==> src/rtl/booth_pkg.sv <==
// Shared definitions for the radix-4 Booth multiplier.
// Holds the recoded digit encoding (3-bit two's complement), the control
// state encoding and the default operand width.
package booth_pkg;

   localparam int DEFAULT_WIDTH = 16;

   // Recoded Booth digit, 3-bit two's complement in {-2,-1,0,+1,+2}
   localparam logic [2:0] BOOTH_ZERO = 3'b000;
   localparam logic [2:0] BOOTH_P1   = 3'b001;
   localparam logic [2:0] BOOTH_P2   = 3'b010;
   localparam logic [2:0] BOOTH_M2   = 3'b110;
   localparam logic [2:0] BOOTH_M1   = 3'b111;

   typedef enum logic [1:0] {
      ST_IDLE = 2'd0,
      ST_RUN  = 2'd1,
      ST_DONE = 2'd2
   } state_t;

endpackage

==> src/rtl/booth_recoder.sv <==
// Radix-4 Booth recoder.
// Maps the 3-bit multiplier window {b(2i+1), b(2i), b(2i-1)} to a signed
// digit in {-2,-1,0,+1,+2} using the encoding from booth_pkg.
// Ports:
//   window : 3-bit multiplier window
//   digit  : recoded digit (3-bit two's complement)
module booth_recoder
   import booth_pkg::*;
(
   input  logic [2:0] window,
   output logic [2:0] digit
);

   always_comb begin
      digit = BOOTH_ZERO;
      case (window)
         3'b000:  digit = BOOTH_ZERO;
         3'b001:  digit = BOOTH_P1;
         3'b010:  digit = BOOTH_P1;
         3'b011:  digit = BOOTH_P2;
         3'b100:  digit = BOOTH_M2;
         3'b101:  digit = BOOTH_M1;
         3'b110:  digit = BOOTH_M1;
         3'b111:  digit = BOOTH_ZERO;
         default: digit = BOOTH_ZERO;
      endcase
   end

endmodule

==> src/rtl/booth_seq_multiplier.sv <==
// Sequential radix-4 Booth multiplier.
// Retires two multiplier bits per cycle; a signed WIDTH x WIDTH product is
// available WIDTH/2 RUN cycles after an accepted start.
// Ports:
//   clk          : clock, all state updates on the rising edge
//   rst          : synchronous active-high reset (priority over start)
//   start        : request a multiply; honoured only in IDLE or DONE
//   multiplicand : signed operand A, captured on accepted start
//   multiplier   : signed operand B, captured on accepted start
//   busy         : high while iterating
//   done         : one-cycle pulse when product becomes valid
//   product      : signed A*B, held until a later multiply completes
module booth_seq_multiplier
   import booth_pkg::*;
#(
   parameter int WIDTH = DEFAULT_WIDTH
) (
   input  logic                 clk,
   input  logic                 rst,
   input  logic                 start,
   input  logic [WIDTH-1:0]     multiplicand,
   input  logic [WIDTH-1:0]     multiplier,
   output logic                 busy,
   output logic                 done,
   output logic [2*WIDTH-1:0]   product
);

   localparam int ACC_W = WIDTH + 2;                 // holds +-2A without wrap
   localparam int CNT_W = (WIDTH / 2 > 1) ? $clog2(WIDTH / 2) : 1;

   state_t state, nextState;

   logic signed [WIDTH-1:0]       aReg;
   logic signed [ACC_W-1:0]       accHi;
   logic        [WIDTH-1:0]       bSh;
   logic                          prevBit;
   logic        [CNT_W-1:0]       count;
   logic        [2*WIDTH-1:0]     productReg;

   logic        [2:0]             recDigit;
   logic signed [ACC_W-1:0]       aExt;
   logic signed [ACC_W-1:0]       ppMag;
   logic signed [ACC_W-1:0]       ppAdd;
   logic                          ppNeg;
   logic signed [ACC_W-1:0]       accSum;
   logic signed [ACC_W+WIDTH-1:0] shifted;
   logic                          accept;
   logic                          lastIter;

   booth_recoder uRecoder (
      .window ({bSh[1], bSh[0], prevBit}),
      .digit  (recDigit)
   );

   // Partial-product select: magnitude is A or 2A, negation is folded into
   // the accumulator add as invert plus carry-in.
   always_comb begin
      aExt  = {{2{aReg[WIDTH-1]}}, aReg};
      ppMag = '0;
      ppNeg = 1'b0;
      case (recDigit)
         BOOTH_P1: ppMag = aExt;
         BOOTH_P2: ppMag = aExt <<< 1;
         BOOTH_M1: begin ppMag = aExt;       ppNeg = 1'b1; end
         BOOTH_M2: begin ppMag = aExt <<< 1; ppNeg = 1'b1; end
         default:  ppMag = '0;
      endcase
      ppAdd   = ppNeg ? ~ppMag : ppMag;
      accSum  = accHi + ppAdd + {{(ACC_W-1){1'b0}}, ppNeg};
      shifted = $signed({accSum, bSh}) >>> 2;
   end

   always_comb begin
      lastIter  = (count == CNT_W'(WIDTH / 2 - 1));
      accept    = start && (state == ST_IDLE || state == ST_DONE);
      nextState = state;
      unique case (state)
         ST_IDLE: if (start)    nextState = ST_RUN;
         ST_RUN:  if (lastIter) nextState = ST_DONE;
         ST_DONE: nextState = start ? ST_RUN : ST_IDLE;
         default: nextState = ST_IDLE;
      endcase
   end

   always_ff @(posedge clk) begin
      if (rst) state <= ST_IDLE;
      else     state <= nextState;
   end

   always_ff @(posedge clk) begin
      if (rst) begin
         aReg       <= '0;
         accHi      <= '0;
         bSh        <= '0;
         prevBit    <= 1'b0;
         count      <= '0;
         productReg <= '0;
      end else if (accept) begin
         aReg    <= multiplicand;
         bSh     <= multiplier;
         accHi   <= '0;
         prevBit <= 1'b0;
         count   <= '0;
      end else if (state == ST_RUN) begin
         accHi   <= shifted[ACC_W+WIDTH-1:WIDTH];
         bSh     <= shifted[WIDTH-1:0];
         prevBit <= bSh[1];
         count   <= count + CNT_W'(1);
         // After the final shift the low 2*WIDTH bits are the exact product
         if (lastIter) productReg <= shifted[2*WIDTH-1:0];
      end
   end

   assign busy    = (state == ST_RUN);
   assign done    = (state == ST_DONE);
   assign product = productReg;

endmodule

==> config.mk <==
export PLATFORM = sky130hd
export DESIGN_NAME = booth_seq_multiplier
export DESIGN_NICKNAME = d
export VERILOG_FILES = /design/src/rtl/booth_pkg.sv /design/src/rtl/booth_recoder.sv /design/src/rtl/booth_seq_multiplier.sv
export SDC_FILE = /design/constraint.sdc
export NUM_CORES = 1
export LEC_CHECK = 0
export CAP_MARGIN = 20
export CORE_MARGIN = 3
export CORE_UTILIZATION = 25
export CTS_CLUSTER_DIAMETER = 50
export CTS_CLUSTER_SIZE = 40
export DETAILED_ROUTE_END_ITERATION = 6
export GPL_TIMING_DRIVEN = 0
export MAX_ROUTING_LAYER = met4
export PLACE_DENSITY = 0.44
export SLEW_MARGIN = 20
export SYNTH_ARGS = -nofsm -noshare
export SYNTH_HDL_FRONTEND = slang
export SYNTH_HIERARCHICAL = 1
export SYNTH_SLANG_ARGS = --single-unit
==> constraint.sdc <==
create_clock -name clk -period 3.1 [get_ports clk]
set_input_delay 0.31 -clock clk [delete_from_list [all_inputs] [get_ports clk]]
set_output_delay 0.31 -clock clk [all_outputs]
set_load 0.01 [all_outputs]
======== Word-level counts from Yosys, hierarchy flattened ========
Memories as Yosys holds them, arrays and structs flattened.
Cells that the tools add are included.
operators by class
  add/sub/neg operators ................... 3
  equality and inequality tests ........... 9
  multiplexer cells ....................... 9
  bitwise operators ....................... 2
  reductions and logical operators ........ 10
operators by type and width
  kind                                                  count
  one-hot mux 18 bit (2 select lines)                   1
  two-way mux 16 bit                                    2
  adder 18 x 1 -> 18 bit                                1
  adder 18 bit                                          1
  two-way mux 18 bit                                    1
  NOT 18 bit                                            1
  equality test 3 bit (second input constant)           3
  OR reduction 2 bit                                    4
  one-hot mux 2 bit (3 select lines)                    1
  two-way mux 2 bit                                     2
  adder 3 x 1 -> 3 bit (second input constant)          1
  equality test 3 x 1 -> 1 bit (second input constant)  1
  equality test 3 x 2 -> 1 bit (second input constant)  1
  AND reduction 3 bit                                   1
  equality test 2 x 1 -> 1 bit (second input constant)  1
  equality test 2 bit (second input constant)           1
  zero test 2 bit                                       1
  two-way mux 1 bit                                     2
  != test 2 x 1 -> 1 bit (second input constant)        1
  != test 2 bit (second input constant)                 1
  AND reduction 2 bit                                   1
  nonzero test 2 bit                                    1
  logical AND 1 bit                                     1
  logical OR 1 bit                                      1
  NOT 1 bit                                             1
storage, ports and cells
  flip-flop bits (word level) ............. 86
  ROM bits ................................ 24
  input port bits ......................... 35
  output and inout bits ................... 34
  logic and storage cells ................. 41
  memories ................................ 1
memories
  memory            depth  bits a word  read ports  clocked after memory_dff  wr ports  line                 text
  (name not given)  8      3            1           0                         0         booth_recoder.sv:16  case (window)

======== Longest topological paths before layout ========
Gate-level depths: netlist of the first run.
An unclocked memory read counts as a cell.
  depth after elaboration ................. 10
  mapped depth ............................ 16
  gate-level depth less buffers ........... 14

======== By module ========
Netlist of the first run, hierarchy kept.
by module, submodules not included
  module                times used  cells each  area each (µm²)  sequential area each (µm²)
  booth_seq_multiplier  1           592         4,571.9          1,721.7
  booth_recoder         1           5           50.0             0.0

======== Worst setup path before layout of the first run ========
OpenSTA, ideal clock, no wires.
  path type ............................... register to register
  from .................................... reg prevBit
  to ...................................... reg productReg[25], in the netlist product[25]
  setup time .............................. 71 ps
  arrival ................................. 3,142 ps
  data required time ...................... 3,029 ps
  path slack .............................. -112 ps
  cell stages (with the launch flop) ...... 15
  path buffers ............................ 2
  clock period less this slack ............ 3,212 ps
  cells stage by stage .................... dfxtp_1 > ha_1 > nor2b_4 > a21o_1 > nor2b_1 > clkbuf_1 > a22o_1 > ha_1 > buf_2 > and3_4 > and3_4 > a22oi_2 > nand2_1 > or3_1 > a21oi_1
between the ends
  cells in the longest elaborated chain, start to end .. 8
  elaborated cells on any way between the ends .. 14
  those cells by class .................... add/sub (2); eq/ne (4); mux (3); bitwise (1); reduce/logical (3); memory (1)
ends and longest elaborated chain
  element                                            line                         text
  start: declaration                                 booth_seq_multiplier.sv:36   logic prevBit;
  start signal: assignment                           booth_seq_multiplier.sv:107  prevBit <= bSh[1];
  memory read (8 x 3 bit) *                          --
  via recDigit[2]                                    booth_seq_multiplier.sv:40   logic [2:0] recDigit;
  equality test 3 bit, or another cell as far along  booth_seq_multiplier.sv:61   case (recDigit)
  OR reduction 2 bit (no source line)                --
  one-hot mux 18 bit (2 select lines)                booth_seq_multiplier.sv:61
  NOT 18 bit                                         booth_seq_multiplier.sv:68   ppAdd = ppNeg ? ~ppMag : ppMag;
  two-way mux 18 bit                                 booth_seq_multiplier.sv:68
  adder 18 bit                                       booth_seq_multiplier.sv:69   accSum = accHi + ppAdd + {{(ACC_W-1){1'b0}}, ppNeg};
  adder 18 x 1 -> 18 bit *                           booth_seq_multiplier.sv:69
  end signal: assignment                             booth_seq_multiplier.sv:110  if (lastIter) productReg <= shifted[2*WIDTH-1:0];
  end: declaration                                   booth_seq_multiplier.sv:38   logic [2*WIDTH-1:0] productReg;
Mark *: on every way through the listed nets, which the timed path passes. The rest lies on a longest branch.
A chain may end at the register's enable or synchronous reset.

======== Final worst setup path of the first run ========
Same ends and word-level chain as after synthesis.

==> metrics.cfg, run 1 <==
[detailed_routing]
vias = 4528
firstDrtPassIters = 4
drcViolationCount = 0
drt_iter0_markers = 199
vias_per_cell = 4.88
wl_per_cell_um = 16.4
wirelength_um = 15200
antenna_left = 0

[critical_path]
worstReg2RegEnd = product[25]
setup.worst_path.start_class = flip-flop
r2r-start = prevBit
crit_type = flip-flop to flip-flop
crit_path_frequent_cell = and3_4
path_buf_inv = 1
crit_path_cell_trace = ha_2 > a21o_4 > nor2_4 > buf_8 > nand2_1 > o21ai_0 > a22o_1 > ha_4 > and3_4 > and3_4 > a22oi_2 > nand2_2 > or3_1 > a21oi_1
startpoint = prevBit
arrival_ps = 3360
endpoint = product[25]
critPathCaptureType = flip-flop
required_ps = 3380
r2r_slack_ps = 20
r2r_cells = 14
crit_path_top_delay_cell = or3_1
path_depth = 14
cpPeakStageDelay_ps = 390
cp_top_family = simple AND/OR/NAND/NOR gates
crit_path_max_fanout = 8

[timing]
fin_skew_ps = 11.3
setup_ws_ps = 17.8
fin_crit_sh_pct = 99.4
finalHoldViolCount = 0
timing.fmax_mhz = 324
finalSetupViolations = 0
min_period_ps = 3080
worst_pin_slew_ps = 763
rsz0062_at_grt = yes
slew_viol_final = 0
relSlewSlack_pct = 49.1

[cells_and_area]
stdcell_area_um2 = 6560
antenna_cells = 0
drive_gt1_share_pct = 16.7
fillCellCount = 1847
regArea_um2 = 1730
syn_to_final_growth_pct = 41.9
multi_input_area_um2 = 3110
nets = 750

[min_path]
hp-class = flip-flop to flip-flop
hold_start = product[21]

[pwr]
power_mw = 2.93
p_seq_share_pct = 40.5
peakVddDrop_v = 0.000250
power_frac_comb_pct = 19.6
switching_power_uw = 883
clkPwrFrac_pct = 39.9
p_sw_share_pct = 30.1
p_per_area_nw_per_um2 = 447
p_leak_nw = 2.39
p_int_mw = 2.05

[synth]
yosysTopAreaCell = dfxtp_1
synth_area_per_cell_um2 = 7.74
ys_seq_area_share_pct = 37.2
postSynthCellCount = 597
synth_edf_count = 0
ys_warn_count = 6
ys_top_cells_by_count = 124 x nand2_1, 86 x dfxtp_1, 67 x a21oi_1, 40 x nor2_1
synthesis.area_um2 = 4620
syn_nets = 653
synth_top_family_by_area = simple AND/OR/NAND/NOR gates
synthMuxAreaShare_pct = 0.433
ys_top_cells_by_area = dfxtp_1 37%, nand2_1 10%, a21oi_1 7.3%
synth-xor-area-share_pct = 4.93
synth-adder-area-share_pct = 5.85
yosys.area_share.simple_pct = 24.2
yosys_most_used_dff = dfxtp_1
synth_top_area_share_pct = 37.2
ys_types = 55
async_reset_ff_share_pct = 0
synth_most_common_cell = nand2_1
synth_compound_area_share_pct = 23.0
synth-seq-cells = 86

[run_status]
status = completed

[global_route]
grt_max_degree = 18
grt_pass1_wl_um = 23700
antenna_found_initial = 0
grt_pass1_vias = 4351
grt_util_all_layers_pct = 15.6
grt_overflow = 0

[floorplanning]
die_w_um = 142
core_um2 = 18100
placementRows = 49
die-area_um2 = 20200
start_util_pct = 25.6
chipHeight_um = 142
pin_count = 69

[clock_network]
cts_buffers = 9
numClockSinks = 86
cts-htree-levels = 3
cts_root_buffer = clkbuf_16
path_clk_slew_ps = 70
cts_hold_buf = 0
cts_tree = yes
clk_latency_ps = 360
ctsLongestPathBuffers = 2

[place]
dp_slack_ps = -668
place.port_buffers = 68
place_area_um2 = 5600
gp_congestion = 0.875
dpl.hpwl_um = 11200

[flow_run]
maxCapViolCount = 0

[cells in the final DEF (no fill, tap or decap), types with 17 or more instances in the layout]
cell type,Yosys,final
buf_4,0,17
nor3_1,23,23
o21ai_0,29,18
nand2_1,124,120
a21oi_1,67,55
xor2_1,19,19
nor2_1,40,38
dfxtp_1,86,84
clkdlybuf4s50_1,0,68
clkbuf_1,29,25
[area by class of cell]
| type | count | area share [%] |
|---|---|---|
| Buffer | 38 | 3.47 |
| Clock buffer | 9 | 3.43 |
| Clock inverter | 7 | 1.32 |
| Inverter | 7 | 0.401 |
| Multi-Input combinational cell | 464 | 47.4 |
| Sequential cell | 86 | 26.4 |
| Tap cell | 229 | 4.37 |
| Timing Repair Buffer | 88 | 13.3 |
[metrics by stage]
step / hold WS, ps / TNS [ps] / cells / util [%]
CTS: 458 / -111 / 923 / 34.5
finish: 455 / 0 / 928 / 36.3
global placement: 446 / -12490 / 894 / 30.9
global route: 472 / -678 / 928 / 36.3
detailed placement: 447 / -13860 / 894 / 30.9
floorplan: 436 / 0 / 597 / -
[logic make-up after synthesis]
kind of cell / count (synthesis)
AND/OR/NAND/NOR: 245
AO/OA/AOI/OAI: 170
flip-flops: 86
buffers and inverters: 47
XOR/XNOR: 26
adder cells (fa/ha/maj): 21
multiplexers: 2
[how the worst min path moves through the flow]
stage | end | slack (ps) | depth (start not counted)
after floorplan | accHi[8] | 440 | 2
after global placement | product[11] | 450 | 2
after detailed placement | product[6] | 450 | 2
after CTS | product[6] | 460 | 2
after global routing | product[24] | 470 | 2
final | product[21] | 450 | 2
[tightest hold or removal path, cell delays in order (launching register included)]
cell and delay (ps):
dfxtp_1 310, nand2_1 50, a21oi_1 50
[power groups by stage]
stage / Clock [mW] / Sequential, mW / Combinational, mW
6_report: 1.17 / 1.19 / 0.576
3_5_place_dp: 0 / 1.21 / 0.461
5_1_grt: 1.25 / 1.20 / 0.627
4_1_cts: 1.20 / 1.19 / 0.528
2_1_floorplan: 0 / 1.20 / 0.305
3_3_place_gp: 0 / 1.21 / 0.456
[per-layer routing]
| layer | wire, um | global-route usage [%] | vias to the layer above |
|---|---|---|---|
| li1 | - | - | 2300 |
| met1 | 7410 | 20.1 | 2103 |
| met2 | 6850 | 23.8 | 99 |
| met3 | 596 | 3.39 | 26 |
| met4 | 351 | 6.26 | 0 |
| met5 | 0 | - | - |
[flip-flops by register name (all words and copies together) (netlist names)]
signal   count
aReg        16
count        3
state        2
prevBit      1
accHi       16
product     32
bSh         16
[repair_timing]
item | CTS | global route
cloned | 3 | 0
pin swaps | 12 | 26
setup buffers | 10 | 7
setup endpoints to repair | 30 | 23
gates resized for setup | 50 | 61
Note: power is estimated with default switching activity, not from simulation.
==> inputs of run 2 (changes only) <==
==> constraint.sdc (replaced) <==
create_clock -name clk -period 2.7 [get_ports clk]
set_input_delay 0.27 -clock clk [delete_from_list [all_inputs] [get_ports clk]]
set_output_delay 0.27 -clock clk [all_outputs]
set_load 0.01 [all_outputs]
==> metrics.cfg, run 2 (same netlist as run 1, synthesis figures left out) <==
[critical_path]
crit_type = flip-flop to flip-flop
required_ps = 3010
path_buf_inv = 3
crit_path_cell_trace = ha_4 > nor2b_4 > a21o_4 > nand2_4 > buf_8 > clkbuf_16 > o21ai_2 > a22o_1 > ha_4 > a21oi_4 > o211ai_1 > buf_4 > a21o_1 > a21oi_4 > or4_4 > nand3_2
crit_path_max_fanout = 5
cp_top_family = compound AO/OA/AOI/OAI gates
crit_path_top_delay_cell = or4_4
setup.worst_path.start_class = flip-flop
arrival_ps = 3430
r2r-start = prevBit
critPathCaptureType = flip-flop
cpPeakStageDelay_ps = 480
startpoint = prevBit

[pwr]
p_leak_nw = 2.50
power_mw = 3.33
p_per_area_nw_per_um2 = 488
peakVddDrop_v = 0.000294

[run_status]
violations = negative setup slack
status = finished, violations left

[timing]
fin_skew_ps = 13.1
slew_viol_final = 0
worst_pin_slew_ps = 738
fin_crit_sh_pct = 116
min_period_ps = 3120
setup_ws_ps = -420
setup_tns_ps = -9390
timing.fmax_mhz = 321
finalHoldViolCount = 0
finalSetupViolations = 30
relSlewSlack_pct = 50.8
rsz0062_at_grt = yes

[cells_and_area]
syn_to_final_growth_pct = 47.6
nets = 766
final_common_cell = nand2_1
largest_register_ffs = 32
drive_gt1_share_pct = 20.3
layout_common_cells = 116 x nand2_1, 84 x dfxtp_1, 68 x clkdlybuf4s50_1
fillCellCount = 1834
antenna_cells = 0

[detailed_routing]
antenna_left = 0
wirelength_um = 15600
drt_iter0_markers = 216
vias_per_cell = 4.93
firstDrtPassIters = 7
wl_per_cell_um = 16.6
drcViolationCount = 0
vias = 4652

[place]
place.port_buffers = 68
gp_congestion = 0.870
dpl.hpwl_um = 11400

[floorplanning]
placementRows = 49
chipHeight_um = 142
pin_count = 69
die-area_um2 = 20200
die_w_um = 142
core_um2 = 18100
start_util_pct = 25.6

[global_route]
grt_max_degree = 19
grt_pass1_vias = 4383
grt_overflow = 0
grt_util_all_layers_pct = 15.9
antenna_found_initial = 0
grt_pass1_wl_um = 24200

[flow_run]
maxCapViolCount = 0

[clock_network]
cts_tree = yes
cts_root_buffer = clkbuf_16
cts_buffers = 9
path_clk_slew_ps = 70
cts_hold_buf = 0
cts-htree-levels = 3
clk_latency_ps = 360
ctsLongestPathBuffers = 2
numClockSinks = 86

[min_path]
hp-class = flip-flop to flip-flop
hold_start = product[30]

run 2: layer usage:
layer	track usage [%]	share of wire (%)	vias to the layer above
met2	24.7	46	112
met4	4.34	1.8	0
met3	3.33	5.0	17
li1	-	-	2327
met5	-	0	-
met1	21.0	48	2196
run 2: worst paths after layout:
path	to	slack (ps)	cells after the start
max	accHi[6]	-420	16
min	product[30]	460	2
max reg2reg	accHi[6]	-420	16
min reg2reg	product[30]	460	2
run 2: cell type report:
type                    count  area, um2  share of cell area, %
flip-flops and latches     86       1730                   25.3
clock inverters             7       73.8                   1.08
plain buffers              38        231                   3.39
well taps                 229        287                   4.20
repair buffers            104       1020                   15.0
inverters                   7       26.3                  0.385
clock buffers               9        225                   3.30
multi-input cells         464       3230                   47.3
run 2: worst reg2reg max path, cell delays in order, from the launching register on:
cell       delay [ps]
dfxtp_4           380
ha_4              140
nor2b_4            40
a21o_4            210
nand2_4            90
buf_8             130
clkbuf_16         140
o21ai_2            50
a22o_1            230
ha_4              350
a21oi_4            70
o211ai_1          250
buf_4             170
a21o_1            170
a21oi_4            90
or4_4             480
nand3_2            60
run 2: through the flow:
step                      utilization, %  cell area, um2  instances  hold WS (ps)  setup slack [ps]
after floorplan                        -            4780        597           406             -86.9
after global placement              31.8            5750        894           446              -497
after detailed placement            31.8            5750        894           446              -543
after CTS                           36.3            6560        937           446              -428
after global routing                37.7            6820        944           465              -573
final                               37.7            6820        944           455              -420
run 2: where the power goes:
part | switching, mW | internal [mW] | leakage, nW
sequential | 0.0492 | 1.32 | 0.701
clock | 0.611 | 0.655 | 0.147
combinational | 0.382 | 0.313 | 1.65
run 2: timing repair:
item	CTS	global route
gates resized for setup	59	48
setup buffers	26	9
pin swaps	28	35
cloned	2	0
endpoints found under the setup margin	30	31
==> inputs of run 3 (changes only) <==
--- a/config.mk
+++ b/config.mk
@@ -6,14 +6,15 @@
 export NUM_CORES = 1
 export LEC_CHECK = 0
 export CAP_MARGIN = 20
-export CORE_MARGIN = 3
+export CORE_MARGIN = 2
 export CORE_UTILIZATION = 25
 export CTS_CLUSTER_DIAMETER = 50
 export CTS_CLUSTER_SIZE = 40
 export DETAILED_ROUTE_END_ITERATION = 6
+export DONT_BUFFER_PORTS = 1
 export GPL_TIMING_DRIVEN = 0
 export MAX_ROUTING_LAYER = met4
-export PLACE_DENSITY = 0.44
+export PLACE_DENSITY = 0.39
 export SLEW_MARGIN = 20
 export SYNTH_ARGS = -nofsm -noshare
 export SYNTH_HDL_FRONTEND = slang
==> constraint.sdc (replaced) <==
create_clock -name clk -period 2.7 [get_ports clk]
set_input_delay 0.27 -clock clk [delete_from_list [all_inputs] [get_ports clk]]
set_output_delay 0.27 -clock clk [all_outputs]
set_load 0.02 [all_outputs]
==> metrics.cfg, run 3 (same netlist as run 1, synthesis figures left out) <==
[clock_network]
numClockSinks = 86
ctsLongestPathBuffers = 2
cts_buffers = 9
cts_hold_buf = 0
cts-htree-levels = 3
path_clk_slew_ps = 70
cts_root_buffer = clkbuf_16
clk_latency_ps = 360
cts_tree = yes

[timing]
slew_viol_final = 0
fin_skew_ps = 10.4
setup_ws_ps = -409
relSlewSlack_pct = 42.1
min_period_ps = 3110
timing.fmax_mhz = 322
rsz0062_at_grt = yes
fin_crit_sh_pct = 115
finalSetupViolations = 30
hold_ws_ps = 44.9
worst_pin_slew_ps = 869
finalHoldViolCount = 0

[critical_path]
cpPeakStageDelay_ps = 390
setup.worst_path.start_class = flip-flop
critPathCaptureType = flip-flop
crit_path_top_delay_cell = or3_4
cp_top_family = simple AND/OR/NAND/NOR gates
path_buf_inv = 2
crit_path_max_fanout = 6
arrival_ps = 3390
r2r_cells = 15
path_depth = 15
crit_path_cell_trace = ha_2 > a21o_4 > nor2_4 > buf_4 > nand2_1 > o21ai_1 > a22o_1 > ha_4 > and3_4 > and3_4 > a22oi_2 > buf_4 > nand2_2 > or3_4 > a21oi_2
crit_type = flip-flop to flip-flop
required_ps = 2980

[detailed_routing]
drt_iter0_markers = 236
firstDrtPassIters = 5
antenna_left = 0
vias = 4413
wirelength_um = 15500
drcViolationCount = 0
wl_per_cell_um = 17.7
vias_per_cell = 5.04

[floorplanning]
start_util_pct = 25.6
die_w_um = 140
placementRows = 49
pin_count = 69
die-area_um2 = 19600
chipHeight_um = 140
core_um2 = 18000

[flow_run]
maxCapViolCount = 0

[global_route]
grt_util_all_layers_pct = 16.0
antenna_found_initial = 0
grt_pass1_vias = 4152
grt_max_degree = 19
grt_overflow = 0
grt_pass1_wl_um = 23500

[pwr]
p_per_area_nw_per_um2 = 539
peakVddDrop_v = 0.000306
p_leak_nw = 2.23

[cells_and_area]
nets = 698
layout_common_cells = 117 x nand2_1, 84 x dfxtp_1, 51 x a21oi_1
largest_register_ffs = 32
stdcell_area_um2 = 6080
antenna_cells = 0
fillCellCount = 1915
final_common_cell = nand2_1
syn_to_final_growth_pct = 31.6
drive_gt1_share_pct = 22.3

[place]
place_area_um2 = 5060
dpl.hpwl_um = 11300
dp_slack_ps = -548
gp_congestion = 0.836
place.port_buffers = 0

[run_status]
violations = negative setup slack
status = finished, violations left

[min_path]
min_path_cells = 2
hp-class = primary input to flip-flop

-- run 3: final timing paths --
| check | slack [ps] | endpoint | start |
|---|---|---|---|
| setup / recovery | -410 | accHi[9] | prevBit |
| hold / removal | 40 | aReg[2] | multiplicand[2] |
| setup reg to reg | -410 | accHi[9] | prevBit |
| hold reg to reg | 460 | accHi[14] | accHi[14] |
-- run 3: routing by layer --
| metal | share of wire (%) | up-vias | global-route usage (%) | wire length [um] |
|---|---|---|---|---|
| met5 | 0 | - | - | 0 |
| met3 | 4.5 | 14 | 3.73 | 702 |
| met1 | 49 | 2100 | 21.1 | 7580 |
| met4 | 1.1 | 0 | 4.37 | 175 |
| met2 | 45 | 101 | 24.7 | 7010 |
| li1 | - | 2198 | - | - |
-- run 3: worst reg2reg max path, delay by kind of cell, from the launching register on --
kind,cells,cell delay (ps)
flops,1,360
buf+inv,2,320
simple gates,6,1080
compound gates,5,850
fa+ha+maj,2,410
-- run 3: repair_timing --
action,CTS,global route
setup endpoints to repair,30,30
buffers inserted,25,6
gates cloned,4,0
pin swaps,33,37
resized for setup,48,49
endpoints found under the hold margin,0,0
-- run 3: cell type report --
cell class                      count  area (um2)  share of cell area (%)
Clock buffer                        9         225                    3.70
Clock inverter                      7        76.3                    1.25
Multi-Input combinational cell    464        3180                    52.4
Buffer                             39         241                    3.97
Inverter                            7        26.3                   0.432
Sequential cell                    86        1730                    28.4
Timing Repair Buffer               35         313                    5.14
Tap cell                          229         287                    4.71
-- run 3: report_power, final --
part           total, mW  switching (mW)  internal [mW]
clock               1.28           0.622          0.657
sequential          1.36          0.0474           1.32
combinational      0.634           0.370          0.264
-- run 3: through the flow --
stage	total power, mW	TNS, ps	util (%)	cells
global route	3.42	-11910	33.7	876
CTS	3.28	-7640	32.5	870
finish	3.28	-8090	33.7	876
floorplan	1.76	-569	-	597
global placement	1.90	-10340	28.1	826
detailed placement	1.90	-10950	28.1	826
